### src/rtl/piano_voice_alloc.sv
// Polyphonic voice allocator: scans 12 keys once per scan_tick and maps presses onto a voice pool.
// Optional VOICE_STEAL_EN: when the pool is full, a press steals the oldest voice instead of dropping.
module piano_voice_alloc #(
  parameter int unsigned NUM_KEYS   = 12,
  parameter int unsigned NUM_VOICES = 4
) (
  input  logic                    clk,
  input  logic                    rst,
  input  logic                    scan_tick,
  input  logic [NUM_KEYS-1:0]     key_in,
  input  logic [3:0]              octave_in,
  output logic [NUM_VOICES-1:0]   voice_active,
  output logic [4*NUM_VOICES-1:0] voice_key,
  output logic [4*NUM_VOICES-1:0] voice_oct,
  output logic                    update,
  output logic                    busy,
  output logic                    dropped
);

  localparam int unsigned RW = $clog2(NUM_VOICES);

  typedef enum logic [1:0] {StIdle, StScan, StDone} state_e;

  state_e                  state_q;
  logic [3:0]              idx_q;
  logic [NUM_KEYS-1:0]     key_snap_q;
  logic [NUM_KEYS-1:0]     key_prev_q;
  logic [3:0]              oct_snap_q;
  logic [RW-1:0]           rank_q [NUM_VOICES];

  logic [NUM_KEYS-1:0]     key_rev;
  logic [NUM_VOICES-1:0]   act_d;
  logic [4*NUM_VOICES-1:0] vkey_d;
  logic [4*NUM_VOICES-1:0] voct_d;
  logic [RW-1:0]           rank_d [NUM_VOICES];
  logic                    drop_d;
  logic                    pressed;
  logic                    released;
  logic                    free_found;
  int unsigned             free_idx;
  logic                    do_alloc;
  int unsigned             tgt;
  logic [NUM_VOICES-1:0]   freed;
  logic [RW-1:0]           dec;
`ifdef VOICE_STEAL_EN
  int unsigned             steal_idx;
  logic [RW-1:0]           steal_rank;
`endif

  // Internal key index k maps to pin bit NUM_KEYS-1-k.
  always_comb begin
    key_rev = '0;
    for (int k = 0; k < NUM_KEYS; k++) begin
      key_rev[k] = key_in[NUM_KEYS-1-k];
    end
  end

  // Voice-table update for the key currently addressed by idx_q.
  always_comb begin
    act_d    = voice_active;
    vkey_d   = voice_key;
    voct_d   = voice_oct;
    drop_d   = 1'b0;
    do_alloc = 1'b0;
    tgt      = 0;
    freed    = '0;
    dec      = '0;
    for (int v = 0; v < NUM_VOICES; v++) begin
      rank_d[v] = rank_q[v];
    end

    pressed  = key_snap_q[idx_q] & ~key_prev_q[idx_q];
    released = ~key_snap_q[idx_q] & key_prev_q[idx_q];

    free_found = 1'b0;
    free_idx   = 0;
    for (int v = 0; v < NUM_VOICES; v++) begin
      if (!voice_active[v] && !free_found) begin
        free_found = 1'b1;
        free_idx   = v;
      end
    end

`ifdef VOICE_STEAL_EN
    // Oldest voice has the highest rank; strict compare keeps the lowest index on ties.
    steal_idx  = 0;
    steal_rank = rank_q[0];
    for (int v = 1; v < NUM_VOICES; v++) begin
      if (rank_q[v] > steal_rank) begin
        steal_idx  = v;
        steal_rank = rank_q[v];
      end
    end
`endif

    if (pressed) begin
      if (free_found) begin
        do_alloc = 1'b1;
        tgt      = free_idx;
      end else begin
`ifdef VOICE_STEAL_EN
        do_alloc = 1'b1;
        tgt      = steal_idx;
`else
        drop_d   = 1'b1;
`endif
      end
      if (do_alloc) begin
        for (int v = 0; v < NUM_VOICES; v++) begin
          if (v == tgt) begin
            act_d[v]           = 1'b1;
            vkey_d[4*v +: 4]   = idx_q;
            voct_d[4*v +: 4]   = oct_snap_q;
            rank_d[v]          = '0;
          end else if (voice_active[v] && rank_q[v] != RW'(NUM_VOICES - 1)) begin
            rank_d[v] = rank_q[v] + 1'b1;
          end
        end
      end
    end else if (released) begin
      for (int v = 0; v < NUM_VOICES; v++) begin
        freed[v] = voice_active[v] && (voice_key[4*v +: 4] == idx_q);
      end
      for (int v = 0; v < NUM_VOICES; v++) begin
        if (freed[v]) begin
          act_d[v]  = 1'b0;
          rank_d[v] = '0;
        end else if (voice_active[v]) begin
          dec = '0;
          for (int u = 0; u < NUM_VOICES; u++) begin
            if (freed[u] && rank_q[u] < rank_q[v]) begin
              dec = dec + 1'b1;
            end
          end
          rank_d[v] = rank_q[v] - dec;
        end
      end
    end
  end

  always_ff @(posedge clk) begin
    if (rst) begin
      state_q      <= StIdle;
      idx_q        <= '0;
      key_snap_q   <= '0;
      key_prev_q   <= '0;
      oct_snap_q   <= '0;
      voice_active <= '0;
      voice_key    <= '0;
      voice_oct    <= '0;
      update       <= 1'b0;
      dropped      <= 1'b0;
      for (int v = 0; v < NUM_VOICES; v++) begin
        rank_q[v] <= '0;
      end
    end else begin
      update  <= 1'b0;
      dropped <= 1'b0;
      unique case (state_q)
        StIdle: begin
          if (scan_tick) begin
            key_snap_q <= key_rev;
            oct_snap_q <= octave_in;
            idx_q      <= '0;
            state_q    <= StScan;
          end
        end
        StScan: begin
          voice_active <= act_d;
          voice_key    <= vkey_d;
          voice_oct    <= voct_d;
          dropped      <= drop_d;
          for (int v = 0; v < NUM_VOICES; v++) begin
            rank_q[v] <= rank_d[v];
          end
          if (idx_q == 4'(NUM_KEYS - 1)) begin
            key_prev_q <= key_snap_q;
            update     <= 1'b1;
            state_q    <= StDone;
          end else begin
            idx_q <= idx_q + 4'd1;
          end
        end
        StDone: begin
          state_q <= StIdle;
        end
        default: begin
          state_q <= StIdle;
        end
      endcase
    end
  end

  assign busy = (state_q != StIdle);

endmodule
### config.mk
export PLATFORM = sky130hd
export DESIGN_NAME = piano_voice_alloc
export DESIGN_NICKNAME = d
export VERILOG_FILES = /design/src/rtl/piano_voice_alloc.sv
export SDC_FILE = /design/constraint.sdc
export NUM_CORES = 1
export LEC_CHECK = 0
export ABC_AREA = 1
export CAP_MARGIN = 20
export CORE_MARGIN = 2
export CORE_UTILIZATION = 60
export CTS_BUF_LIST = sky130_fd_sc_hd__clkbuf_4 sky130_fd_sc_hd__clkbuf_8 sky130_fd_sc_hd__clkbuf_16
export CTS_CLUSTER_SIZE = 24
export DETAILED_ROUTE_END_ITERATION = 12
export DONT_BUFFER_PORTS = 1
export PLACE_DENSITY = 0.84
export SLEW_MARGIN = 10
export SYNTH_ARGS = -nofsm -noshare
export SYNTH_HDL_FRONTEND = slang
export SYNTH_SLANG_ARGS = --single-unit
export TNS_END_PERCENT = 30
### constraint.sdc
create_clock -name clk -period 2.75 [get_ports clk]
set_clock_uncertainty 0.1 [all_clocks]
set_input_delay 0.55 -clock clk [delete_from_list [all_inputs] [get_ports clk]]
set_output_delay 0.55 -clock clk [all_outputs]
set_load 0.02 [all_outputs]
==> metrics.yaml, run 1 <==
via_count: 2926
max_cap_viol_count: 0
fin_nets: 478
grt_max_degree: 38
fillCellCount: 458
timing.final.crit_share: 0.878
cts.sinks: 72
crit_fanout: 12
syn_inst: 456
drt_wl_total_um: 7290
syn_avg_cell_area_um2: 7.00
relSlewSlack: 0.720
setup_tns_ns: 0
worst-r2r-cell-count: 14
post-route-min-period_ns: 2.41
die_area_mm2: 0.00592
dp_slack_ns: 0.187
final_cell_mix: "98 x nor2_1, 91 x nand2_1, 70 x dfxtp_1"
worstSetupStartpointType: "register"
fmax_mhz: 414
hold_viol: 0
die_y_um: 77.0
initial_utilization: 0.625
grt_pass1_vias: 2790
ctsHoldBuffers: 0
cts_max_level: 3
hold_depth: 1
wl_per_cell_um: 13.7
cts_buffers: 9
clk_latency_ns: 0.35
cp.required_ns: 2.94
rows: 26
dr.pass1.iters: 5
viasPerCell: 5.50
arrival_ns: 2.60
synthDistinctLibCells: 28
grtUsageTotal: 0.268
cts_tree: "built"
first_iter_violations: 207
clockBufferDepth: 2
die_w_um: 77.0
ios: 58
status: "finished clean"
ir_worst_vdd_mv: 0.424
leakagePower_nw: 1.46
port-buffer-count: 0
antenna_found_initial: 0
ant_nets: 0
setup_ws_ns: 0.337
synth_nets: 477
crit_type: "register to register"
diodes: 0
path_clk_slew_ns: 0.08
crit_path_end_kind: "register"
final_cells: 532
syn2layout_area_growth_pct: 8.42
dpl.hpwl_um: 5300
worstMarginPinSlew_ns: 0.419
core_area_mm2: 0.00511
ys_warn_count: 0
drv_slew: 0
grt_pass1_wl_um: 12700
setup_viol: 0
final_util: 0.678
route.detailed.drc: 0
dp.cells: 515
drive_gt1_frac: 0.106
gr-total-overflow: 0
ys_seq_area_frac: 0.451
cts-root-buf: "clkbuf_8"
p_per_area_mw_per_mm2: 611
place.gp.congestion: 0.943
p_total_w: 0.00211
syn-cell-area_mm2: 0.00319
final_common_cell: "nor2_1"
ys_ff_latch: 72
min_path_type: "input port to register"
rsz0062_at_grt: "no"
## flip-flops by register name (all words and copies together) (netlist names)
register	flops
voice_key	16
voice_oct	16
key_prev_q	12
key_snap_q	12
idx_q	4
oct_snap_q	4
voice_active	4
state_q	2
dropped	1
update	1
## synth_stat cells
| cell type | count | area share |
|---|---|---|
| clkbuf_1 | 12 | 0.014 |
| nand2_1 | 91 | 0.11 |
| o211ai_1 | 3 | 0.0071 |
| o21ai_1 | 7 | 0.011 |
| nand4_1 | 3 | 0.0059 |
| buf_6 | 3 | 0.011 |
| inv_2 | 4 | 0.0047 |
| buf_4 | 2 | 0.0047 |
| inv_1 | 29 | 0.034 |
| o21ai_0 | 52 | 0.082 |
| dfxtp_1 | 72 | 0.45 |
| xnor2_1 | 6 | 0.016 |
| a21oi_1 | 37 | 0.058 |
| nor2_4 | 1 | 0.0035 |
| xor2_1 | 1 | 0.0027 |
| buf_2 | 7 | 0.011 |
| inv_4 | 1 | 0.0020 |
| nand2_2 | 5 | 0.0098 |
| ha_1 | 2 | 0.0078 |
| nor2_2 | 2 | 0.0039 |
| clkinv_1 | 1 | 0.0012 |
| a21oi_4 | 1 | 0.0051 |
| nor2_8 | 1 | 0.0063 |
| o22ai_1 | 2 | 0.0039 |
| a211oi_1 | 1 | 0.0024 |
| nor3_1 | 4 | 0.0063 |
| nor2_1 | 98 | 0.12 |
| nand3_1 | 8 | 0.013 |
## stage by stage
stage               hold WS [ns]  instance area [µm²]
CTS                        0.145                 3430
detailed placement         0.356                 3250
finish                     0.150                 3460
floorplan                  0.340                 3190
global placement           0.343                 3250
global route               0.143                 3460
## what timing repair did
item / 4_1_cts / 5_1_grt
setup buffers: 0 / 1
gates resized for setup: 0 / 4
endpoints found under the setup margin: 0 / 20
## worst max-delay path: stages (launching register included)
cell and delay, ns:
dfxtp_2 0.41, buf_4 0.17, nor2_1 0.04, nor2_1 0.07, o21ai_0 0.09, o211ai_1 0.09
nand3_1 0.09, nand2_1 0.09, ha_1 0.19, inv_1 0.12, nor2_2 0.27, nand2_2 0.15
inv_2 0.19, o21ai_0 0.14, a21oi_1 0.14
## cell type report
type / instances / area, µm² / share of cell area
Clock buffer: 9 / 124 / 0.0358
Clock inverter: 7 / 61.3 / 0.0177
Inverter: 35 / 134 / 0.0387
Multi-Input combinational cell: 325 / 1490 / 0.432
Sequential cell: 72 / 1440 / 0.417
Tap cell: 70 / 87.6 / 0.0253
Timing Repair Buffer: 14 / 118 / 0.0340
## cell families after synthesis
| logic type | share of synthesized area |
|---|---|
| compound gates | 0.169 |
| buf+inv | 0.0823 |
| simple gates | 0.270 |
| flops | 0.451 |
| fa+ha+maj | 0.00784 |
| xor+xnor | 0.0192 |
## final timing paths
kind                  from             to  slack, ns
max reg2reg       idx_q[0]  voice_key[11]       0.34
max               idx_q[0]  voice_key[11]       0.34
min                    rst       idx_q[1]       0.15
min reg2reg  oct_snap_q[0]  voice_oct[12]       0.37
## power by group
group | internal (W) | switching (W) | leakage, nW
registers | 0.00107 | 0.0000416 | 0.586
logic | 0.0000773 | 0.000144 | 0.784
clock network | 0.000342 | 0.000435 | 0.0884
total | 0.00149 | 0.000620 | 1.46
## per-layer routing
| layer | GRT usage | part of all wire | wire (µm) | vias up |
|---|---|---|---|---|
| met1 | 0.344 | 0.44 | 3220 | 1334 |
| met3 | 0.0976 | 0.098 | 713 | 16 |
| li1 | - | - | - | 1463 |
| met5 | 0 | 0 | 0 | - |
| met4 | 0.116 | 0.022 | 157 | 0 |
| met2 | 0.405 | 0.44 | 3200 | 113 |
Note: power is estimated with default switching activity, not from simulation.
==> run 2, diff against run 1 <==
--- a/config.mk
+++ b/config.mk
@@ -7,7 +7,6 @@
 export LEC_CHECK = 0
 export ABC_AREA = 1
 export CAP_MARGIN = 20
-export CORE_MARGIN = 2
 export CORE_UTILIZATION = 60
 export CTS_BUF_LIST = sky130_fd_sc_hd__clkbuf_4 sky130_fd_sc_hd__clkbuf_8 sky130_fd_sc_hd__clkbuf_16
 export CTS_CLUSTER_SIZE = 24
==> metrics.yaml, run 2 (same netlist as run 1, synthesis figures left out) <==
cts_tree: "built"
fillCellCount: 442  # -3.5%
r2r_slack_ns: 0.28  # -0.06 ns
final_cell_mix: "98 x nor2_1, 91 x nand2_1, 71 x dfxtp_1"
viasPerCell: 5.40  # -1.8%
setup_tns_ns: 0  # unchanged
crit_path_max_incr_delay_ns: 0.33  # -0.08 ns
die_area_mm2: 0.00562  # -5.1%
cts_buffers: 9  # unchanged
design_area_mm2: 0.00343  # -1.0%
clockBufferDepth: 2  # unchanged
cts-root-buf: "clkbuf_8"
fin_nets: 475  # -0.63%
grtUsageTotal: 0.270  # +0.00145
endpoint: "voice_oct[2]"
p_per_area_mw_per_mm2: 618  # +1.2%
worstMarginPinSlew_ns: 0.435  # +0.0156 ns
rows: 26  # unchanged
final_common_cell: "nor2_1"
top_regs: "voice_key x16, voice_oct x16"
cts.sinks: 72  # unchanged
dr.pass1.iters: 5  # unchanged
ir_worst_vdd_mv: 0.416  # -1.8%
path_clk_slew_ns: 0.09  # about the same
cp.required_ns: 2.92  # -0.02 ns
crit_start: "idx_q[0]"
crit_chain: "buf_4 > nor2_1 > nor2_1 > o21ai_0 > o211ai_1 > nand3_1 > nand2_1 > ha_1 > inv_1 > nor2_2 > nand2_2 > nor2_4 > nand2_1 > nand2_1 > nor2_1"
drt_wl_total_um: 7090  # -2.8%
worstSetupStartpointType: "register"
crit_type: "register to register"
status: "finished clean"
die_w_um: 75.0  # -2.6%
arrival_ns: 2.65  # +0.05 ns
clk_latency_ns: 0.36  # about the same
max_cap_viol_count: 0  # unchanged
die_y_um: 75.0  # -2.6%
min_path_type: "input port to register"
first_iter_violations: 167  # -19%
worst-r2r-cell-count: 15  # +1
ios: 58  # unchanged
syn2layout_area_growth_pct: 7.33
drv_slew: 0  # unchanged
gr-total-overflow: 0  # unchanged
timing.final.crit_share: 0.900  # +0.0220
post-route-min-period_ns: 2.47  # +0.0605 ns
ant_nets: 0  # unchanged
route.detailed.drc: 0  # unchanged
crit_path_end_kind: "register"
dpl_cell_area_mm2: 0.00323  # -0.46%
drive_gt1_frac: 0.0959  # -0.0102
reg2reg_to: "voice_oct[2]"
place.gp.congestion: 0.868  # -7.9%
leakagePower_nw: 1.45  # -0.86%
wl_per_cell_um: 13.4  # -2.3%
via_count: 2858  # -2.3%
grt_pass1_vias: 2513  # -9.9%
cts_max_level: 3  # unchanged
antenna_found_initial: 0  # unchanged
grt_max_degree: 39  # +2.6%
setup_viol: 0  # unchanged
relSlewSlack: 0.709  # -0.0108
port-buffer-count: 0  # unchanged
initial_utilization: 0.625  # unchanged
ctsHoldBuffers: 0  # unchanged
core_area_mm2: 0.00511  # unchanged
r2r_start: "idx_q[0]"
crit_fanout: 18  # +6
grt_pass1_wl_um: 11200  # -12%
slowest_stage: "dfxtp_1"
fmax_mhz: 404  # -2.4%
dpl.hpwl_um: 5130  # -3.3%
rsz0062_at_grt: "no"
diodes: 0  # unchanged
hold_viol: 0  # unchanged
[run 2: cell types whose count changed in the layout (fill, tap and decap cells not counted)]
cell        previous run  this run
buf_12                 1         0
buf_4                 13        11
clkinv_4               2         3
clkinvlp_4             2         1
dfxtp_1               70        71
dfxtp_2                2         1
inv_1                 28        29
inv_2                  5         4
[run 2: how the worst min path moves through the flow]
stage,from,endpoint,slack [ns],cells after the start
5_1_grt,rst,idx_q[1],0.14,1
2_1_floorplan,oct_snap_q[0],voice_oct[12],0.34,2
4_1_cts,rst,voice_oct[13],0.14,1
6_report,rst,idx_q[1],0.14,1
3_3_place_gp,oct_snap_q[3],voice_oct[15],0.34,2
3_5_place_dp,oct_snap_q[1],voice_oct[13],0.35,2
[run 2: critical path: cells and delay by family (launching register included)]
family                   cells  cell delay (ns)
AND/OR/NAND/NOR             10             1.22
buffers and inverters        2             0.34
flip-flops                   1             0.33
AO/OA/AOI/OAI                2             0.19
adder cells (fa/ha/maj)      1             0.18
[run 2: per-stage QoR]
step                worst slack, ns  hold WS, ns  total power [W]  instances  utilization
finish                        0.276        0.142          0.00212        529        0.671
global placement              0.386        0.345          0.00134        513        0.633
floorplan                     0.457        0.340          0.00130        456            -
global route               0.000901        0.140          0.00221        529        0.671
detailed placement            0.267        0.347          0.00135        513        0.633
CTS                           0.244        0.143          0.00212        529        0.670
[run 2: layer usage]
| metal | GRT usage | wire, µm |
|---|---|---|
| met5 | 0 | 0 |
| met4 | 0.157 | 163 |
| met3 | 0.0669 | 545 |
| met2 | 0.415 | 3200 |
| met1 | 0.343 | 3180 |
[run 2: timing repair]
| item | CTS | global route |
|---|---|---|
| resized for setup | 0 | 2 |
| hold endpoints to repair | 0 | 0 |
| buffers inserted | 0 | 0 |
| endpoints found under the setup margin | 0 | 11 |
[run 2: report_power, final]
| group | internal, W | total (W) | switching, W |
|---|---|---|---|
| Sequential | 0.00107 | 0.00111 | 0.0000395 |
| Clock | 0.000344 | 0.000793 | 0.000449 |
| Combinational | 0.0000704 | 0.000212 | 0.000142 |
[run 2: final cells by class]
class | instances | area, µm² | share of cell area
Multi-Input combinational cell | 325 | 1490 | 0.436
Sequential cell | 72 | 1440 | 0.421
Inverter | 35 | 134 | 0.0391
Clock buffer | 9 | 124 | 0.0361
Tap cell | 70 | 87.6 | 0.0256
Timing Repair Buffer | 11 | 82.6 | 0.0241
Clock inverter | 7 | 62.6 | 0.0183
==> run 3, diff against run 2 <==
==> constraint.sdc (replaced) <==
create_clock -name clk -period 2.35 [get_ports clk]
set_clock_uncertainty 0.1 [all_clocks]
set_input_delay 0.47 -clock clk [delete_from_list [all_inputs] [get_ports clk]]
set_output_delay 0.47 -clock clk [all_outputs]
set_load 0.02 [all_outputs]
==> metrics.yaml, run 3 (same netlist as run 1, synthesis figures left out) <==
top_regs: "voice_key x16, voice_oct x16"
timing.final.crit_share: 0.928  # +0.0279
final_cell_mix: "97 x nor2_1, 91 x nand2_1, 71 x dfxtp_1"
clockBufferDepth: 2  # unchanged
slowest_stage: "dfxtp_1"
fillCellCount: 451  # +2.0%
rsz0062_at_grt: "no"
crit_chain: "buf_4 > nor2_1 > nor2_1 > o21ai_0 > o211ai_1 > nand3_1 > nand2_1 > ha_2 > inv_1 > nor2_4 > nand2_2 > nor2_4 > buf_12 > nand2_1 > nand2_1 > nor2_1"
grtUsageTotal: 0.268  # -0.00106
cts-root-buf: "clkbuf_8"
crit_type: "register to register"
place.gp.congestion: 0.905  # +4.3%
die_w_um: 75.0  # unchanged
relSlewSlack: 0.672  # -0.0379
grt_pass1_vias: 2507  # -0.24%
cts.sinks: 72  # unchanged
dp.cells: 518  # +0.97%
dpl.hpwl_um: 5080  # -0.83%
viasPerCell: 5.41  # about the same
p_per_area_mw_per_mm2: 713  # +15%
path_clk_slew_ns: 0.09  # about the same
fmax_mhz: 459  # +13%
ios: 58  # unchanged
die_area_mm2: 0.00562  # unchanged
drive_gt1_frac: 0.116  # +0.0203
ant_nets: 0  # unchanged
initial_utilization: 0.625  # unchanged
via_count: 2893  # +1.2%
cts_tree: "built"
min_path_type: "input port to register"
leakagePower_nw: 1.47  # +2.0%
diodes: 0  # unchanged
cp.required_ns: 2.51  # -0.41 ns
hold_viol: 0  # unchanged
setup_tns_ns: 0  # unchanged
drv_slew: 0  # unchanged
worstMarginPinSlew_ns: 0.492  # +0.0573 ns
crit_path_max_incr_delay_ns: 0.38  # +0.05 ns
core_area_mm2: 0.00511  # unchanged
arrival_ns: 2.34  # -0.31 ns
route.detailed.drc: 0  # unchanged
worstSetupStartpointType: "register"
die_y_um: 75.0  # unchanged
syn2layout_area_growth_pct: 9.87
gr-total-overflow: 0  # unchanged
grt_pass1_wl_um: 11300  # +0.87%
post-route-min-period_ns: 2.18  # -0.294 ns
dr.pass1.iters: 4  # -1
cts_buffers: 9  # unchanged
final_cells: 535  # +1.1%
first_iter_violations: 219  # +31%
clk_latency_ns: 0.36  # about the same
dp_slack_ns: 0.0406  # -0.226 ns
max_cap_viol_count: 0  # unchanged
final_common_cell: "nor2_1"
status: "finished clean"
wl_per_cell_um: 13.3  # -0.63%
final_util: 0.687  # +0.0159
crit_fanout: 16  # -2
rows: 26  # unchanged
port-buffer-count: 0  # unchanged
drt_wl_total_um: 7120  # +0.49%
ir_worst_vdd_mv: 0.508  # +22%
fin_hold_ws_ns: 0.0652  # -0.0772 ns
crit_path_end_kind: "register"
antenna_found_initial: 0  # unchanged
fin_nets: 481  # +1.3%
grt_max_degree: 45  # +15%
cts_max_level: 3  # unchanged
setup_ws_ns: 0.170  # -0.106 ns
setup_viol: 0  # unchanged
run 3: critical path, delay by kind of cell (launching register included):
family          cells  cell delay, ns
simple gates       10            0.82
buf+inv             3            0.41
flops               1            0.38
fa+ha+maj           1            0.19
compound gates      2            0.18
run 3: what timing repair did:
action                                 CTS  global route
cloned                                   0             0
buffers inserted                         0             1
pin swaps                                0             2
hold buffers                             0             0
endpoints found under the hold margin    0             0
setup endpoints to repair                1            32
gates resized for setup                  1             7
run 3: worst paths after layout:
check	startpoint	end	slack (ns)	depth (start not counted)
worst min-delay path	rst	voice_key[13]	0.07	1
worst max-delay path	idx_q[0]	voice_key[0]	0.17	16
worst max register to register	idx_q[0]	voice_key[0]	0.17	16
worst min register to register	oct_snap_q[0]	voice_oct[12]	0.36	2
run 3: metrics by stage:
step           total power [W]  instance area (µm²)
2_1_floorplan          0.00152                 3190
3_3_place_gp           0.00158                 3280
3_5_place_dp           0.00159                 3280
4_1_cts                0.00249                 3470
5_1_grt                0.00261                 3510
6_report               0.00250                 3510
run 3: area by class of cell:
class                      count  area (µm²)  area share
multi-input combinational    325        1500       0.429
clock inverter                 7        61.3      0.0175
clock buffer                   9         124      0.0353
timing repair buffer          17         153      0.0435
tap                           70        87.6      0.0250
sequential                    72        1440       0.411
inverter                      35         136      0.0389
run 3: routing by layer:
metal | share of wire | vias to the layer above | track usage
met5 | 0 | - | 0
met4 | 0.016 | 0 | 0.126
met3 | 0.079 | 13 | 0.0870
met2 | 0.46 | 104 | 0.402
met1 | 0.44 | 1312 | 0.351
li1 | - | 1464 | -
run 3: where the power goes:
| part | switching (W) | internal, W | total [W] |
|---|---|---|---|
| clock | 0.000522 | 0.000402 | 0.000924 |
| sequential | 0.0000458 | 0.00126 | 0.00130 |
| combinational | 0.000174 | 0.0000998 | 0.000274 |
| total | 0.000741 | 0.00176 | 0.00250 |
